$ cat config.mk
export PLATFORM = sky130hd
export DESIGN_NAME = uart_receiver
export DESIGN_NICKNAME = d
export VERILOG_FILES = /design/src/rtl/uart_receiver.sv
export SDC_FILE = /design/constraint.sdc
export NUM_CORES = 1
export LEC_CHECK = 0
export ABC_CLOCK_PERIOD_IN_PS = 3500
export CAP_MARGIN = 0
export CELL_PAD_IN_SITES_DETAIL_PLACEMENT = 1
export CELL_PAD_IN_SITES_GLOBAL_PLACEMENT = 1
export CORE_MARGIN = 5
export CORE_UTILIZATION = 46
export CTS_CLUSTER_DIAMETER = 150
export DETAILED_ROUTE_END_ITERATION = 10
export PLACE_DENSITY = 0.83
export SYNTH_ARGS = -nofsm -noshare
export SYNTH_HDL_FRONTEND = slang
export SYNTH_SLANG_ARGS = --single-unit
$ cat constraint.sdc
create_clock -name clk -period 3.5 [get_ports clk]
set_input_delay 0.7 -clock clk [delete_from_list [all_inputs] [get_ports clk]]
set_output_delay 0.7 -clock clk [all_outputs]
set_load 0.05 [all_outputs]
$ cat src/rtl/uart_receiver.sv
// uart_receiver: 8N1 serial receiver with 16x oversampling.
// RxD is synchronised through two flops. Every decision is taken on a tick from a
// clock divider that is realigned to the falling edge of the start bit. The received
// byte is presented with a one-cycle rx_valid strobe. A low stop bit gives a
// one-cycle frame_err strobe instead.
`timescale 1ns/1ps

module uart_receiver #(
    parameter int CLK_FREQ   = 16_000_000,
    parameter int BAUD       = 250_000,
    parameter int OVERSAMPLE = 16
) (
    input  logic       clk,
    input  logic       rst_n,
    input  logic       RxD,
    output logic [7:0] rx_data,
    output logic       rx_valid,
    output logic       frame_err,
    output logic       busy
);

    // Clocks per oversample tick. The bit period is always 16 ticks and mid-bit is tick 7.
    localparam int TICK_DIV = CLK_FREQ / (BAUD * OVERSAMPLE);
    localparam int TICK_W   = (TICK_DIV > 1) ? $clog2(TICK_DIV) : 1;
    localparam logic [TICK_W-1:0] TICK_LAST = TICK_W'(TICK_DIV - 1);
    localparam logic [TICK_W-1:0] TICK_ONE  = TICK_W'(1);

    typedef enum logic [2:0] {
        IDLE,
        START,
        DATA,
        STOP,
        BREAK
    } state_e;

    state_e      state_q;
    logic        rx_meta_q;
    logic        rx_s_q;
    logic [TICK_W-1:0] tick_cnt_q;
    logic [3:0]  s_q;
    logic [2:0]  bit_q;
    logic [7:0]  shift_q;
    logic [7:0]  rx_data_q;
    logic        rx_valid_q;
    logic        frame_err_q;
    logic        busy_q;

    logic tick;
    logic start_edge;

    assign tick       = (tick_cnt_q == TICK_LAST);
    assign start_edge = (state_q == IDLE) && !rx_s_q;

    assign rx_data   = rx_data_q;
    assign rx_valid  = rx_valid_q;
    assign frame_err = frame_err_q;
    assign busy      = busy_q;

    // Two-flop synchroniser. It resets to the idle-high line level so that reset cannot fake a start bit.
    // NOTE: every clocked block uses non-blocking (<=) assignments. All flops then sample the
    // values from before the edge, and the order of statements cannot create hidden ordering.
    always_ff @(posedge clk) begin
        if (!rst_n) begin
            rx_meta_q <= 1'b1;
            rx_s_q    <= 1'b1;
        end else begin
            rx_meta_q <= RxD;
            rx_s_q    <= rx_meta_q;
        end
    end

    // Free-running tick divider. It restarts on the start-bit edge so that the samples land near mid-bit.
    always_ff @(posedge clk) begin
        if (!rst_n) begin
            tick_cnt_q <= '0;
        end else if (start_edge || tick) begin
            tick_cnt_q <= '0;
        end else begin
            tick_cnt_q <= tick_cnt_q + TICK_ONE;
        end
    end

    // Frame FSM. It validates the start bit, shifts in the data LSB first, checks the stop bit and registers the strobes.
    always_ff @(posedge clk) begin
        if (!rst_n) begin
            state_q     <= IDLE;
            s_q         <= 4'd0;
            bit_q       <= 3'd0;
            shift_q     <= 8'h00;
            rx_data_q   <= 8'h00;
            rx_valid_q  <= 1'b0;
            frame_err_q <= 1'b0;
            busy_q      <= 1'b0;
        end else begin
            rx_valid_q  <= 1'b0;
            frame_err_q <= 1'b0;
            if (tick) begin
                s_q <= s_q + 4'd1;
            end

            case (state_q)
                IDLE: begin
                    if (!rx_s_q) begin
                        state_q <= START;
                        s_q     <= 4'd0;
                        busy_q  <= 1'b1;
                    end
                end

                START: begin
                    if (tick && s_q == 4'd7) begin
                        s_q <= 4'd0;
                        if (!rx_s_q) begin
                            state_q <= DATA;
                            bit_q   <= 3'd0;
                        end else begin
                            // The line went high before mid-bit. Treat it as a glitch and do not pulse.
                            state_q <= IDLE;
                            busy_q  <= 1'b0;
                        end
                    end
                end

                DATA: begin
                    if (tick && s_q == 4'd15) begin
                        shift_q <= {rx_s_q, shift_q[7:1]};
                        bit_q   <= bit_q + 3'd1;
                        if (bit_q == 3'd7) begin
                            state_q <= STOP;
                        end
                    end
                end

                STOP: begin
                    if (tick && s_q == 4'd15) begin
                        if (rx_s_q) begin
                            rx_data_q  <= shift_q;
                            rx_valid_q <= 1'b1;
                            // Leave at mid-stop so that a start edge half a bit later is caught.
                            state_q    <= IDLE;
                            busy_q     <= 1'b0;
                        end else begin
                            frame_err_q <= 1'b1;
                            state_q     <= BREAK;
                        end
                    end
                end

                BREAK: begin
                    // A held-low line must not be mistaken for a new start bit.
                    if (rx_s_q) begin
                        state_q <= IDLE;
                        busy_q  <= 1'b0;
                    end
                end

                default: begin
                    state_q <= IDLE;
                    busy_q  <= 1'b0;
                end
            endcase
        end
    end

endmodule

Word level (Yosys, flattened, before mapping)
Index checks and enable logic that the tools add are counted.
{ "classes": {"mux": 24, "n_eq_ne": 15, "mul": 0, "n_shift": 0, "order_cmp": 0, "add_sub_neg": 3, "reduce_logical": 14, "div": 0, "bitwise_logic": 2} }
{ "op_table": {"columns": ["cell", "count"], "rows": [
  ["2-to-1 mux 3 bit", 10],
  ["one-hot mux 3 bit (5 select lines)", 1],
  ["!= test 2 bit (second input constant)", 7],
  ["2-to-1 mux 4 bit", 3],
  ["one-hot mux 4 bit (2 select lines)", 1],
  ["AND reduction 4 bit", 2],
  ["== test 3 x 2 -> 1 bit (second input constant)", 2],
  ["== test 3 bit (second input constant)", 2],
  ["2-to-1 mux 1 bit", 6],
  ["one-hot mux 3 bit (2 select lines)", 1],
  ["AND reduction 3 bit", 2],
  ["AND reduction 6 bit", 1],
  ["one-hot mux 1 bit (5 select lines)", 1],
  ["adder 4 x 1 -> 4 bit (second input constant)", 1],
  ["== test 4 x 3 -> 1 bit (second input constant)", 1],
  ["== test 4 bit (second input constant)", 1],
  ["adder 3 x 1 -> 3 bit (second input constant)", 1],
  ["== test 3 x 1 -> 1 bit (second input constant)", 1],
  ["logical AND 1 bit", 3],
  ["zero test 3 bit", 1],
  ["adder 2 x 1 -> 2 bit (second input constant)", 1],
  ["== test 2 bit (second input constant)", 1],
  ["2-to-1 mux 2 bit", 1],
  ["NOT 1 bit", 2],
  ["5 further kinds", 5]
]} }
{ "word_totals": {"ramBits": 0, "rom_bits": 0, "output_inout_bits": 11, "reg_bits": 33, "in_bits": 3, "memories": 0, "wordCells": 69, "latchBits": 0} }

Depth between registers and ports, before layout
{ "logic_depth": {"ltp_word": 4, "mapped_depth": 6, "mapped_depth_nobuf": 4} }

Least setup slack after synthesis
Ideal clock, no wire load.
{ "synth_path": {"kind": "input to register", "startpoint": "input port rst_n", "endpoint": "register rx_data_q[1] (netlist: rx_data[1])", "setup_slack_ns": 2.063, "setup_ns": 0.072, "t_arrival_ns": 1.365, "path_buffers": 2, "cell_stages": 4, "required_ns": 3.428, "path_cell_list": "buf_2 > clkbuf_1 > nand2_1 > mux2i_1"} }
{ "synth_rtl": {"columns": ["item", "line", "rtl"], "rows": [
  ["start: declaration", "14", "input logic rst_n,"],
  ["end signal: assignment", "137", "rx_data_q <= shift_q;"],
  ["end: declaration", "43", "logic [7:0] rx_data_q;"]
]} }

Worst setup path after layout
{ "layout_path": {"startpoint": "register rx_data_q[4] (netlist: rx_data[4])", "endpoint": "output port rx_data[4]"} }
{ "layout_rtl": {"columns": ["item", "line", "rtl"], "rows": [
  ["end: declaration", "16", "output logic [7:0] rx_data,"]
]} }
No word-level cell between the ends.

==> results.md <==
* Status: completed
* Largest family of logic cells by synthesized area: simple AND/OR/NAND/NOR gates
* Placer Congestion at 0.784
* H-tree levels at 2
* Starting Density at 0.489
* Die Height at 64.6 um
* Clock skew at 8.66 ps
* Max cap viols at 0
* Crit path depth at 1
* Fraction of layout cells with a size suffix above 1 at 0.0816
* Clk Latency, worst-skew pair at 350 ps
* Vias at 991
* Drt wl/cell at 14.9 um
* Slew @ Worst Pin at 501 ps
* DR iter-0 viols at 39
* Min Hold Slack at 441 ps
* CTS resizes at 0
* CTS hold repair buffers at 0
* WS Path Type: flop to output port
* Gr usage total at 0.139
* Setup Fix Bufs, Post-CTS at 0
* Worst-case reg-to-reg path depth at 4
* Crit path time final at 2200 ps
* Largest net degree at the start of global routing at 29
* Slew margin rel. at 0.665
* Synth Area in Compound Gates at 0.0866
* Startpoint types: flop
* Die area at 4180 um^2
* Clk buf depth at 2
* PD cells at 416 nW/um^2
* Max IR drop VDD at 251 uV
* Port Buf Inserts at 13
* DP Cell Count at 170
* Post-DRT Antenna Nets at 0
* FF+latch count, synth at 33
* Row count at 19
* Register area share after synthesis at 0.481
* Residual DRC at 0
* Core Region at 2810 um^2
* Max Clk Rate at 0.454 GHz
* Slowest cell delay on critical path at 800 ps
* Post-synthesis adder-cell area fraction at 0.0365
* Initial antenna violation count at 0
* Top Ports at 14
* Worst path bufs/invs at 1
* Fin nets at 153
* Fin Setup TNS at 0 ps
* Final hold violations at 0
* WP data arrival at 1500 ps
* Avg Synthesized Cell Area at 10.0 um^2
* Fillcell total at 323
* Crit path capture type: output port
* Clock transition at the registers of the reported paths at 110 ps
* WP data required at 2800 ps
* Hold WC Path Type: flop to flop
* Vias in the first global route at 953
* Global-route wire length before repair at 4.43 mm
* Synth Area in Simple Gates at 0.180
* Antenna diode count at 0
* Syn_nets at 144
* Die width at 64.6 um
* Area Growth Syn to Fin at 11.3%
* Post-synthesis mux area share at 0.124
* CP top delay family: buffers and inverters
* Max Fanout on Critical Path at 2
* Period utilization at 0.630
* Xor and xnor fraction of the mapped netlist area at 0.0255
* CP max-delay cell: clkdlybuf4s50_1
* Num CTS Buffers at 5
* Critical Path, Cell by Cell: clkdlybuf4s50_1
* Async SR Flop Fraction at 0
* Post-Route WL at 2.66 mm
* Distinct cell type count after synthesis at 34
* Reg-to-Reg End: shift_q[1]
* DP HPWL at 1.90 mm
* Reg-to-reg slack, setup at 1750 ps
* YS warnings at 0
* EDFF count, synth at 0
* Worst r2r src: tick_cnt_q[1]
* CTS root buf: clkbuf_4
* Post-Syn Area at 1370 um^2
* CP Capture Point: rx_data[4]
* CTS sink cnt at 33
* Slew Viols, Final at 0
* Setup crit start: rx_data[4]
* CTS tree: built
* Overflow after GRT at 0
* Cells after Synth at 137
* Final cell count without fillers at 178
* Drt via density at 5.57
* Final setup fails at 0
* DRT Pass-1 Iters at 4
* RSZ-0062 raised after global routing: no
* Ys flop type: dfxtp_1
* P_leak at 0.000554 uW
-- kinds of logic (layout without fill, tap and decap cells) --
family / count (synthesis) / count (layout)
DFF: 33 / 33
muxes: 17 / 17
buffers and inverters: 16 / 26
adders and majority gates: 4 / 4
and+or+nand+nor: 49 / 49
AOI/OAI and AO/OA: 14 / 14
xor gates and xnor gates: 4 / 4
-- layer usage --
metal	GRT usage	wire length, um
met1	0.161	1220
met2	0.215	1240
met3	0.0604	127
met4	0.0792	70
met5	0	0
-- layout make-up --
cell class	count	area, um^2	share of cell area
inverters	4	15.0	0.00983
well taps	31	38.8	0.0254
repair buffers	14	138	0.0901
clock inverters	3	17.5	0.0115
clock buffers	5	37.5	0.0246
flip-flops and latches	33	661	0.432
multi-input cells	88	621	0.406
-- per-stage QoR --
step | total power [uW] | setup WS, ps | util | area (um^2)
floorplan | 422 | 2060 | - | 1370
global placement | 429 | 1510 | 0.525 | 1470
detailed placement | 433 | 1450 | 0.525 | 1470
CTS | 640 | 1280 | 0.545 | 1530
global route | 667 | 1220 | 0.545 | 1530
finish | 635 | 1300 | 0.545 | 1530
-- report_power, final --
group | switching (uW) | internal [uW]
Combinational | 19.5 | 15.4
Sequential | 6.88 | 382
Clock | 136 | 75.6
-- placed cells by master, fill, tap and decap left out, types with 2 or more instances in the layout --
master,instances
a311oi_1,4
and2_1,3
and3_1,2
clkbuf_4,5
clkdlybuf4s50_1,13
clkinv_2,2
dfxtp_1,33
ha_1,4
inv_1,4
mux2i_1,17
nand2_1,21
nand2b_1,3
nand3_1,2
nor2_1,6
nor3_1,4
o21a_1,2
o22ai_1,3
xnor2_1,2
xor2_1,2
-- Yosys cell counts, drive strengths merged, types with 3 or more instances --
cell type	instances	area [um^2]
dfxtp	33	661
nand2	21	78.8
mux2i	17	170
buf	10	68.8
nor2	6	22.5
a311oi	4	35.0
ha	4	50.1
inv	4	15.0
nor3	4	20.0
and2	3	18.8
nand2b	3	18.8
o22ai	3	18.8
-- state kept, by name (all words and copies together), names as in the netlist --
name	flops
rx_meta_q	1
shift_q	8
tick_cnt_q	2
frame_err	1
s_q	4
rx_s_q	1
busy	1
rx_data	8
rx_valid	1
state_q	3
bit_q	3
-- worst min path at each step --
stage,start,to,slack [ps],cells past startpoint
CTS,tick_cnt_q[0],tick_cnt_q[0],440,1
global route,tick_cnt_q[0],tick_cnt_q[0],460,1
finish,tick_cnt_q[0],tick_cnt_q[0],440,1
detailed placement,tick_cnt_q[0],tick_cnt_q[0],430,1
floorplan,rx_meta_q,rx_s_q,390,1
global placement,rx_meta_q,rx_s_q,400,1
No activity file was read; power rests on OpenSTA's default activity.
==> patch 1, RTL diff (same settings) <==
Reset style: asynchronous (`rst_n`), changed in 3 clocked blocks. Comments in the files are not updated.
--- a/src/rtl/uart_receiver.sv
+++ b/src/rtl/uart_receiver.sv
@@ -61,3 +61,3 @@
     // values from before the edge, and the order of statements cannot create hidden ordering.
-    always_ff @(posedge clk) begin
+    always_ff @(posedge clk or negedge rst_n) begin
         if (!rst_n) begin
@@ -72,3 +72,3 @@
     // Free-running tick divider. It restarts on the start-bit edge so that the samples land near mid-bit.
-    always_ff @(posedge clk) begin
+    always_ff @(posedge clk or negedge rst_n) begin
         if (!rst_n) begin
@@ -83,3 +83,3 @@
     // Frame FSM. It validates the start bit, shifts in the data LSB first, checks the stop bit and registers the strobes.
-    always_ff @(posedge clk) begin
+    always_ff @(posedge clk or negedge rst_n) begin
         if (!rst_n) begin
Formal check against the unedited RTL: differs if rst_n is asserted again (counterexample within 4 cycles, from zero or initial values and one cycle with rst_n low); with rst_n held inactive, the same outputs for 10 cycles.
==> patch 1 against the original RTL <==
Wire length is 3.2% lower; hold slack worse by 0.080 ns; non-clock buffer count is 1 higher; area after synthesis is 4.8% higher; worst setup slack worse by 0.022 ns; sequential cell count stayed put; cell area is 8.7% higher; global-route usage is 0.31 points higher; critical path type unchanged; largest cell class unchanged.
Power is not compared: it rests on default switching activity, and its combinational part moved more than twofold at a synthesized area within 25%.
==> patch 1: results (changes against the original RTL) <==
\begin{tabular}{lr}
\hline
Metric & Value \\
\hline
\multicolumn{2}{l}{\textbf{STA}} \\
Transition time of the tightest slew-check pin & 0.613 ns (+0.113 ns) \\
Fin Clk Skew & 0.0102 ns (+0.00150 ns) \\
\multicolumn{2}{l}{\textbf{Layout}} \\
Number of nets in the layout & 128 (-16\%) \\
Signal buf overhead & 8.74\% (-0.27 points) \\
Non-clk invs & 2 (-2) \\
Fraction of area in clock buffers and inverters & 3.54\% (-0.062 points) \\
Number of sequential cells in the layout & 33 (unchanged) \\
Multi-input gate count & 64 (-27\%) \\
Fraction of area in multi-input gates & 34.1\% (-6.6 points) \\
Layout clock buffers & 8 (+3) \\
Fraction of final layout cells sized beyond drive strength 1 & 27.9\% (+20 points) \\
Number of signal-net buffers in the layout & 15 (+1) \\
\multicolumn{2}{l}{\textbf{Placed design}} \\
Sum of net half-perimeters after detailed placement & 1810 um (-4.7\%) \\
Final RePlAce weighted congestion & 0.746 (-4.8\%) \\
Placed Cells incl. Taps & 158 (-7.1\%) \\
Placed Area & 1600 um2 (+8.8\%) \\
\multicolumn{2}{l}{\textbf{Run status}} \\
Status & complete, no violations \\
\multicolumn{2}{l}{\textbf{GRT}} \\
Total global-route track usage & 14.2\% (+0.31 points) \\
Met3 Resource Use GR & 4.25\% (-1.8 points) \\
First-pass GRT wire length & 4550 um (+2.8\%) \\
Met1 global-route usage & 17.3\% (+1.1 points) \\
Pin count of the biggest net entering global routing & 34 (+17\%) \\
\multicolumn{2}{l}{\textbf{Logic synthesis}} \\
Post-synth top cells & dfrtp\_1 (31), mux2\_2 (16), a21oi\_1 (5) \\
Mapped Nets & 113 (-22\%) \\
Share of the yosys chip area belonging to registers & 57.6\% (+9.4 points) \\
Share of synthesized flip-flops with an asynchronous set or reset & 100\% (+100 points) \\
Largest cells by area after synthesis & dfrtp\_1 (54\%), mux2\_2 (13\%), dfstp\_2 (3.7\%), ha\_1 (3.5\%), a21oi\_1 (1.7\%) \\
Most instantiated flip-flop cell in the synthesis netlist & dfrtp\_1 \\
\multicolumn{2}{l}{\textbf{Min path}} \\
Hold Path End & rx\_s\_q \\
Number of cells traversed by the worst hold path & 0 (-1) \\
Min-Delay Startpoint & rx\_meta\_q \\
\multicolumn{2}{l}{\textbf{Setup path}} \\
Endpoint of the worst register-to-register path & rx\_data[7] \\
Reg2Reg Setup Slack & 1.48 ns (-0.27 ns) \\
Crit. Startpoint & rx\_data[6] \\
Worst reg2reg path startpoint & tick\_cnt\_q[0] \\
Top cell family by delay on the critical path & buffers and inverters \\
\multicolumn{2}{l}{\textbf{Routing}} \\
Routed met3 length & 73 um (-43\%) \\
Mean routed wirelength per cell & 15.5 um (+3.8\%) \\
Routed vias/inst & 5.22 (-6.3\%) \\
Met2 routed wirelength & 1260 um (+2.0\%) \\
Detailed Route Iter0 Violations & 14 (-64\%) \\
Sum of routed wire segments on met1 & 1160 um (-4.8\%) \\
Via count & 866 (-13\%) \\
\hline
\end{tabular}
## patch 1: changes by cell type after synthesis, moves of 3 or more
cell,change
a21oi_1,+5
a311oi_1,-3
and2_1,-3
buf_2,-5
dfrtp_1,+31
dfxtp_1,-33
mux2_2,+16
mux2i_1,-16
nand2_1,-19
nor2_1,-3
## patch 1: logic make-up after synthesis
family	synth area share, %
buffers and inverters	3.57
xor gates and xnor gates	2.44
DFF	57.6
and+or+nand+nor	10.1
muxes	14.3
AOI/OAI and AO/OA	7.91
adders and majority gates	4.17
## patch 1: report_power, final
group / total [mW] / internal [mW] / switching, mW
combinational: 0.104 / 0.0491 / 0.0550
clock: 0.222 / 0.0990 / 0.123
sequential: 0.446 / 0.414 / 0.0322
## patch 1: worst max-delay path by stage
stage	slack [ns]	end
after detailed placement	1.47	rx_data[6]
after floorplan	1.76	shift_q[1]
final	1.27	rx_data[6]
after global routing	1.24	rx_data[6]
after CTS	1.26	rx_data[6]
after global placement	1.58	rx_data[1]
==> patch 2, RTL diff (same settings) <==
Without the edit above. The parameter `CLK_FREQ` goes from 16_000_000 to 8_000_000.
--- a/src/rtl/uart_receiver.sv
+++ b/src/rtl/uart_receiver.sv
@@ -8,3 +8,3 @@
 module uart_receiver #(
-    parameter int CLK_FREQ   = 16_000_000,
+    parameter int CLK_FREQ   = 8_000_000,
     parameter int BAUD       = 250_000,
Check against the original RTL: same outputs for any inputs over 10 cycles, from zero or initial values and one cycle with rst_n low; that may be too few to reach the edited logic, so the function may still have changed.
==> patch 2 against the original RTL <==
Sequential cell count shrank 1; clock power grew 53%; cell count grew 6.7%; register-to-register slack lost 0.20 ns; wire length grew 8.3%; maximum frequency shrank 0.83%; critical path depth is the same; cell area grew 3.2%; area after synthesis grew 1.1%; worst setup slack lost 0.018 ns; total power grew 15%; critical path type unchanged; largest cell class is now multi-input gates; highest routed layer unchanged.
==> patch 2: results (changes against the original RTL) <==
\begin{tabular}{lr}
\hline
Metric & Value \\
\hline
\multicolumn{2}{l}{\textbf{Logic synthesis}} \\
Post-synth top cells & dfxtp\_1 (32), nand2\_1 (22), o21ai\_0 (10) \\
Largest cells by area after synthesis & dfxtp\_1 (46\%), mux2i\_1 (6.5\%), nand2\_1 (6.0\%), o21ai\_0 (3.6\%), nand3\_1 (2.9\%) \\
Mapped Nets & 151 (+4.9\%) \\
Share of the yosys chip area belonging to registers & 46.2\% (-2.0 points) \\
Warnings from Yosys & 0 (unchanged) \\
Library cells used by synthesis & 44 (+29\%) \\
\multicolumn{2}{l}{\textbf{CTS}} \\
Root Driver & clkbuf\_4 \\
H-tree levels & 2 (unchanged) \\
Post-CTS clock slew at the launch and capture registers of the worst setup and hold paths & 0.11 ns (about the same) \\
Number of buffers between clock root and the deepest sink & 2 (unchanged) \\
Cells resized by post-CTS repair & 0 (unchanged) \\
Insertion delay to the later sink of the worst-skew pair & 0.34 ns \\
\multicolumn{2}{l}{\textbf{Setup path}} \\
Critical path fanouts, max & 3 (+1) \\
Slowest stage cell, crit path & clkdlybuf4s50\_1 \\
Worst path arrival time & 1.52 ns (+0.02 ns) \\
Reg2Reg Setup Slack & 1.55 ns (-0.20 ns) \\
Top cell family by delay on the critical path & buffers and inverters \\
\multicolumn{2}{l}{\textbf{STA}} \\
Min setup slack post-route & 1.28 ns (-0.0184 ns) \\
Worst slew slack as a fraction of its limit & 36.5\% (-30 points) \\
Fin Clk Skew & 0.00632 ns (-0.00234 ns) \\
\multicolumn{2}{l}{\textbf{Layout}} \\
Number of nets in the layout & 162 (+5.9\%) \\
Fraction of final layout cells sized beyond drive strength 1 & 12.7\% (+4.6 points) \\
\multicolumn{2}{l}{\textbf{Placed design}} \\
Setup Slack @ Placement & 1.28 ns (-0.164 ns) \\
Sum of net half-perimeters after detailed placement & 1890 um (-0.56\%) \\
Final RePlAce weighted congestion & 0.773 (-1.4\%) \\
IO buf count & 13 (unchanged) \\
\multicolumn{2}{l}{\textbf{GRT}} \\
Total global-route track usage & 15.3\% (+1.3 points) \\
Initial antenna violation count & 0 (unchanged) \\
Pin count of the biggest net entering global routing & 38 (+31\%) \\
First-pass GRT wire length & 5020 um (+13\%) \\
\multicolumn{2}{l}{\textbf{Run status}} \\
Status & complete, no violations \\
\multicolumn{2}{l}{\textbf{Routing}} \\
Mean routed wirelength per cell & 15.2 um (+1.5\%) \\
Detailed Route Iter0 Violations & 38 (-2.6\%) \\
Number of search-and-repair iterations in the first detailed-routing pass & 4 (unchanged) \\
Drt drc & 0 (unchanged) \\
Routed vias/inst & 5.71 (+2.6\%) \\
\multicolumn{2}{l}{\textbf{Pwr}} \\
Static leakage & 0.601 nW (+8.5\%) \\
Maximum resistive drop on vdd & 0.243 mV (-3.0\%) \\
\multicolumn{2}{l}{\textbf{Min path}} \\
Path class of the lowest-slack min-delay path & flip-flop to flip-flop \\
\hline
\end{tabular}
## patch 2: logic make-up (layout without fill, tap and decap cells)
kind of cell	after synthesis	in the layout	share of synthesized area [%]
XOR/XNOR	4	4	2.53
AO/OA/AOI/OAI	23	23	10.9
multiplexers	9	9	6.49
AND/OR/NAND/NOR	62	62	24.5
flip-flops	32	32	46.2
buffers and inverters	12	24	6.67
adder cells (fa/ha/maj)	3	3	2.71
## patch 2: area by class of cell
type / count / area, um2
clock buffers: 7 / 65.1
clock inverters: 1 / 30.0
fillers: 347 / 1400
inverters: 2 / 7.51
multi-input cells: 101 / 654
flip-flops and latches: 32 / 641
well taps: 33 / 41.3
repair buffers: 14 / 138
## patch 2: metrics by stage
step                      std cells  cell area, um2  hold slack, ns  power [mW]
after global routing            190            1580           0.443       0.750
after floorplan                 145            1390           0.386       0.410
after CTS                       190            1580           0.441       0.733
final                           190            1580           0.432       0.728
after global placement          182            1480           0.394       0.412
after detailed placement        182            1480           0.413       0.413
## patch 2: metal layers
metal	wire, um	vias up	share of wire, %	track usage (%)
li1	-	529	-	-
met1	1240	522	43	17.0
met2	1460	22	51	26.6
met3	109	12	3.8	3.99
met4	69	0	2.4	7.65
met5	0	-	0	0
## patch 2: where the power goes
group	internal [mW]	switching, mW
clock network	0.190	0.133
registers	0.369	0.00884
logic	0.0120	0.0154
## patch 2: worst paths after layout
kind                      to      start
hold reg to reg       rx_s_q  rx_meta_q
setup / recovery        busy       busy
hold / removal        rx_s_q  rx_meta_q
setup reg to reg  shift_q[6]     s_q[0]
